--- config.mk ---
export PLATFORM = sky130hd
export DESIGN_NAME = result_collector
export DESIGN_NICKNAME = d
export VERILOG_FILES = /design/src/rtl/systolic_pkg.sv /design/src/rtl/collector_shift_reg.sv /design/src/rtl/result_collector.sv
export SDC_FILE = /design/constraint.sdc
export NUM_CORES = 1
export LEC_CHECK = 0
export CAP_MARGIN = 0
export CELL_PAD_IN_SITES_DETAIL_PLACEMENT = 1
export CELL_PAD_IN_SITES_GLOBAL_PLACEMENT = 1
export CORE_ASPECT_RATIO = 2
export CORE_MARGIN = 5
export CORE_UTILIZATION = 43
export DETAILED_ROUTE_END_ITERATION = 8
export PLACE_DENSITY_LB_ADDON = 0.2
export SYNTH_ARGS = -nofsm -noshare
export SYNTH_HDL_FRONTEND = slang
export SYNTH_SLANG_ARGS = --single-unit
--- constraint.sdc ---
create_clock -name clk -period 5.8 [get_ports clk]
set_input_delay 1.74 -clock clk [delete_from_list [all_inputs] [get_ports clk]]
set_output_delay 1.74 -clock clk [all_outputs]
set_load 0.05 [all_outputs]
--- src/rtl/systolic_pkg.sv ---
// Shared constants and types for the systolic MAC array edge logic.
//   DefDataW / DefLanes : default sample width and samples per packed word
//   collector_state_t   : result collector output-buffer state
//   word_t              : packed word at the default geometry
package systolic_pkg;

   localparam int unsigned DefDataW = 8;
   localparam int unsigned DefLanes = 7;

   // EMPTY: nothing to emit; PENDING: out_data valid, collecting next word;
   // FULL: out_data valid and a second complete word parked in the shift register.
   typedef enum logic [1:0] {EMPTY, PENDING, FULL} collector_state_t;

   typedef logic [DefLanes*DefDataW-1:0] word_t;

endpackage

--- src/rtl/collector_shift_reg.sv ---
// Lane shift register and counter for the result collector.
//   clk, reset   : clock, asynchronous active-high reset
//   clear_i      : synchronous flush of the partial word (wins over accept_i)
//   accept_i     : a sample is taken this edge
//   data_i       : sample, inserted at the LSBs
//   shift_o      : current shift register contents (holds a parked word when the top is FULL)
//   word_o       : word as it would look after this accept; the completed word when complete_o
//   complete_o   : this accept fills the last lane
module collector_shift_reg
   import systolic_pkg::*;
#(
   parameter int unsigned DATA_W = DefDataW,
   parameter int unsigned LANES  = DefLanes
) (
   input  logic                     clk,
   input  logic                     reset,
   input  logic                     clear_i,
   input  logic                     accept_i,
   input  logic [DATA_W-1:0]        data_i,
   output logic [LANES*DATA_W-1:0]  shift_o,
   output logic [LANES*DATA_W-1:0]  word_o,
   output logic                     complete_o
);

   localparam int unsigned WordW = LANES * DATA_W;
   localparam int unsigned CntW  = (LANES > 1) ? $clog2(LANES) : 1;
   localparam logic [CntW-1:0] LastLane = CntW'(LANES - 1);

   logic [WordW-1:0] shift_q, shift_d, shifted;
   logic [CntW-1:0]  cnt_q, cnt_d;
   logic             last_lane;

   // Shift left one lane, new sample into the LSBs; oldest sample ends up in the MSBs.
   always_comb begin
      shifted = shift_q << DATA_W;
      shifted[DATA_W-1:0] = data_i;
   end

   assign last_lane  = (cnt_q == LastLane);
   assign complete_o = accept_i && !clear_i && last_lane;
   assign word_o     = shifted;
   assign shift_o    = shift_q;

   always_comb begin
      shift_d = shift_q;
      cnt_d   = cnt_q;
      if (clear_i) begin
         shift_d = '0;
         cnt_d   = '0;
      end else if (accept_i) begin
         shift_d = shifted;
         cnt_d   = last_lane ? '0 : cnt_q + 1'b1;
      end
   end

   always_ff @(posedge clk or posedge reset) begin
      if (reset) begin
         shift_q <= '0;
         cnt_q   <= '0;
      end else begin
         shift_q <= shift_d;
         cnt_q   <= cnt_d;
      end
   end

endmodule

--- src/rtl/result_collector.sv ---
// Serial-to-parallel packer at the output edge of the systolic MAC array.
// Packs LANES samples per word, first sample in the MSBs, double-buffered so that
// collection continues while a finished word waits for out_ready_i.
//   clk, reset    : clock, asynchronous active-high reset
//   clear_i       : synchronous flush of partial and pending words (word_cnt_o kept)
//   in_valid_i    : in_data_i carries a sample
//   in_data_i     : raw sample bits, never sign-extended
//   in_ready_o    : a sample can be accepted this cycle (depends on state only)
//   out_valid_o   : out_data_o holds a complete word
//   out_data_o    : packed word, sample 0 in the top DATA_W bits
//   out_ready_i   : downstream takes out_data_o this cycle
//   word_cnt_o    : words handed off, wraps at 2^16
module result_collector
   import systolic_pkg::*;
#(
   parameter int unsigned DATA_W = DefDataW,
   parameter int unsigned LANES  = DefLanes
) (
   input  logic                     clk,
   input  logic                     reset,
   input  logic                     clear_i,
   input  logic                     in_valid_i,
   input  logic [DATA_W-1:0]        in_data_i,
   output logic                     in_ready_o,
   output logic                     out_valid_o,
   output logic [LANES*DATA_W-1:0]  out_data_o,
   input  logic                     out_ready_i,
   output logic [15:0]              word_cnt_o
);

   localparam int unsigned WordW = LANES * DATA_W;

   collector_state_t state_q, state_d;
   logic [WordW-1:0] out_q, out_d;
   logic [15:0]      word_cnt_q, word_cnt_d;
   logic [WordW-1:0] shift_word, done_word;
   logic             accept, hand_off, complete;

   assign in_ready_o  = (state_q != FULL);
   assign out_valid_o = (state_q != EMPTY);
   assign out_data_o  = out_q;
   assign word_cnt_o  = word_cnt_q;

   assign accept   = in_valid_i && in_ready_o;
   assign hand_off = out_valid_o && out_ready_i;

   collector_shift_reg #(
      .DATA_W (DATA_W),
      .LANES  (LANES)
   ) u_shift (
      .clk        (clk),
      .reset      (reset),
      .clear_i    (clear_i),
      .accept_i   (accept),
      .data_i     (in_data_i),
      .shift_o    (shift_word),
      .word_o     (done_word),
      .complete_o (complete)
   );

   always_comb begin
      state_d    = state_q;
      out_d      = out_q;
      word_cnt_d = word_cnt_q;
      if (clear_i) begin
         state_d = EMPTY;
         out_d   = '0;
      end else begin
         if (hand_off) word_cnt_d = word_cnt_q + 16'd1;
         unique case (state_q)
            EMPTY: begin
               if (complete) begin
                  out_d   = done_word;
                  state_d = PENDING;
               end
            end
            PENDING: begin
               if (complete && hand_off) begin
                  out_d = done_word;
               end else if (complete) begin
                  // Finished word stays parked in the shift register until hand-off.
                  state_d = FULL;
               end else if (hand_off) begin
                  state_d = EMPTY;
               end
            end
            FULL: begin
               if (hand_off) begin
                  out_d   = shift_word;
                  state_d = PENDING;
               end
            end
            default: state_d = EMPTY;
         endcase
      end
   end

   always_ff @(posedge clk or posedge reset) begin
      if (reset) begin
         state_q    <= EMPTY;
         out_q      <= '0;
         word_cnt_q <= '0;
      end else begin
         state_q    <= state_d;
         out_q      <= out_d;
         word_cnt_q <= word_cnt_d;
      end
   end

endmodule

==> flow_metrics.env <==
export IMPL_p_leak_nw=2.91
export IMPL_wl_per_cell_microns=19.4
export IMPL_fin_cells=829
export IMPL_drc=0
export IMPL_die_area_sq_um=16600
export IMPL_synth_edf_count=0
export IMPL_clkTransAtPathRegs_ns=0.06
export IMPL_grt_max_degree=74
export IMPL_cts_tree="done"
export IMPL_io_pins=87
export IMPL_power_density_nw_per_um2=283
export IMPL_seq_area_frac_synth=0.552
export IMPL_wirelength_mm=16.0
export IMPL_reg2reg_to="out_data_o[38]"
export IMPL_antenna_found_initial=0
export IMPL_routabilityCongestion=0.749
export IMPL_antenna_left=0
export IMPL_endpoint_kind="output pin"
export IMPL_synth_area_leader_cell="dfrtp_1"
export IMPL_clock_skew_ns=0.0102
export IMPL_overflow=0
export IMPL_via_per_inst=5.49
export IMPL_cts_buffers_inserted=17
export IMPL_cap_viol_max_count=0
export IMPL_vias=4550
export IMPL_critPathTopFamily="buffers and inverters"
export IMPL_tightestPinTransition_ns=1.26
export IMPL_finalCritPeriodShare=0.747
export IMPL_h_tree_depth=4
export IMPL_hold_viol_final=0
export IMPL_whs_endpoint="word_cnt_o[15]"
export IMPL_crit_slowest_cell="clkdlybuf4s50_1"
export IMPL_ff2ff_path_depth=7
export IMPL_synth_area_per_cell_sq_um=10.8
export IMPL_utilization=0.543
export IMPL_n_antenna_cell=0
export IMPL_synth_most_common_cell="dfrtp_1"
export IMPL_start_util=0.437
export IMPL_hold_path_depth=1
export IMPL_slowest_delay_ns=0.91
export IMPL_num_rows=61
export IMPL_fin_nets=645
export IMPL_synthesis_instances=557
export IMPL_rrSetupSlack_ns=2.25
export IMPL_fin_crit_ns=4.33
export IMPL_grt_pass1_wl_mm=26.6
export IMPL_hp_class="reg2reg"
export IMPL_netlist_area_leader_share=0.552
export IMPL_crit_buf_inv=3
export IMPL_path_common_cell="inv_1"
export IMPL_track_usage=0.206
export IMPL_hold_ws_ns=0.469
export IMPL_grt_pass1_vias=5023
export IMPL_yosys_warnings=0
export IMPL_finalSetupViolCount=0
export IMPL_critPathRequiredTime_ns=4.06
export IMPL_fin_total_pwr_mw=2.12
export IMPL_worstHoldStart="word_cnt_o[15]"
export IMPL_peakVddDrop_mv=0.224
export IMPL_outcome="complete, no violations"
export IMPL_slew_violations=0
export IMPL_dp_hpwl_mm=10.6
export IMPL_cts_resized=0
export IMPL_critPathLaunchType="flop"
export IMPL_drtPass1Iterations=6
export IMPL_fp_dieH_microns=178
export IMPL_fp_dieW_microns=93.8
export IMPL_clockBufferDepth=2
export IMPL_worstSetupPathType="reg2out"
export IMPL_crit_chain="inv_1 -> ha_1 -> inv_1 -> clkdlybuf4s50_1"
export IMPL_synth_flop_cell="dfrtp_1"
export IMPL_clock_sinks=133
export IMPL_cts_setup_buffers=0
export IMPL_synthToLayoutAreaGrowth_pct=24.3
export IMPL_synthDistinctLibCells=40
export IMPL_final_setup_worst_slack_ns=1.47
export IMPL_io_buffers=86
export IMPL_worst_ep_arrival_time_ns=2.59
export IMPL_clkLatencyLatePin_ns=0.42
export IMPL_synth_area_sq_um=6030
export IMPL_rr_startpoint="state_q[0]"
export IMPL_rsz0062_at_grt="no"
export IMPL_relSlewSlack=0.157
export IMPL_yosys_top_cells_area="dfrtp_1, mux2i_1, nand2_1"
export IMPL_drive_gt1_frac=0.0859
export IMPL_dpl_cell_area_sq_um=6980
export IMPL_ys_async_sr_fraction=1.00
export IMPL_synth_seq_cells=133
export IMPL_coreArea_sq_um=13800
export IMPL_cp_max_fo=16
export IMPL_tns_ns=0
export IMPL_root_buffer="clkbuf_16"
export IMPL_dp_cells=797
export IMPL_finalInstanceArea_sq_um=7500
export IMPL_ctsHoldBuffers=0
export IMPL_synthTopCellsByCount="dfrtp_1, nand2_1, a21oi_1"
export IMPL_clock_fmax_ghz=0.231
export IMPL_drtIter0Drc=277
export IMPL_place_ws_ns=1.64
export IMPL_fillers=1453
export IMPL_synth_nets=575
==> cells by family after synthesis <==
group	share of synthesized area
XOR/XNOR	0.0218
AND/OR/NAND/NOR	0.119
buffers and inverters	0.0427
flip-flops	0.552
AO/OA/AOI/OAI	0.154
adder cells (fa/ha/maj)	0.0104
multiplexers	0.100
==> worst max path at each step <==
| stage | from | to | slack [ns] | depth (start not counted) |
|---|---|---|---|---|
| 3_3_place_gp | in_valid_i | out_data_o[27] | 1.77 | 5 |
| 5_1_grt | state_q[1] | out_valid_o | 1.37 | 4 |
| 4_1_cts | state_q[0] | out_valid_o | 1.50 | 4 |
| 2_1_floorplan | reset | out_data_o[0] | 0.51 | 1 |
| 6_report | state_q[0] | out_valid_o | 1.47 | 4 |
| 3_5_place_dp | in_valid_i | out_data_o[15] | 1.64 | 5 |
==> sequential cells by signal, summed over array words and instances, names as in the netlist <==
name,flops
out_data_o,56
state_q,2
u_shift.cnt_q,3
u_shift.shift_o,56
word_cnt_o,16
==> cell type report <==
cell class | instances | area [sq um] | share of cell area
timing repair buffer | 93 | 908 | 0.121
clock inverter | 14 | 90.1 | 0.0120
tap | 189 | 236 | 0.0315
sequential | 133 | 3330 | 0.444
multi-input combinational | 377 | 2490 | 0.331
clock buffer | 18 | 429 | 0.0572
inverter | 5 | 21.3 | 0.00284
==> layer usage <==
layer | part of all wire | vias up | global-route usage
met5 | 0 | - | 0
met4 | 0.025 | 0 | 0.0753
met3 | 0.040 | 23 | 0.0505
met2 | 0.55 | 83 | 0.366
met1 | 0.39 | 2348 | 0.235
li1 | - | 2096 | -
==> cell usage in the layout, fill, tap and decap left out, drive strengths merged, types with 2 or more instances in the layout <==
master         netlist  routed
nor3                 3       3
buf                 20       8
clkinv               0       9
clkbuf              22      18
a21oi               61      61
xor2                 2       2
mux2                 3       3
clkdlybuf4s50        0      85
mux2i               57      57
dfrtp              133     133
nor2                 9       9
nand3b               3       3
a211oi              22      22
nand4                5       5
nand3                6       6
ha                   5       5
xnor2               13      13
inv                  5       5
or3b                 2       2
o2bb2ai             45      45
nand2              121     121
and3                 4       4
and4                 2       2
clkinvlp             0       5
nor3b                2       2
nand2b               3       3
==> power by group <==
| group | switching (mW) | internal [mW] | total [mW] |
|---|---|---|---|
| combinational | 0.148 | 0.0606 | 0.208 |
| clock | 0.409 | 0.539 | 0.948 |
| sequential | 0.0211 | 0.947 | 0.968 |
No activity file was read; power rests on OpenSTA's default activity.
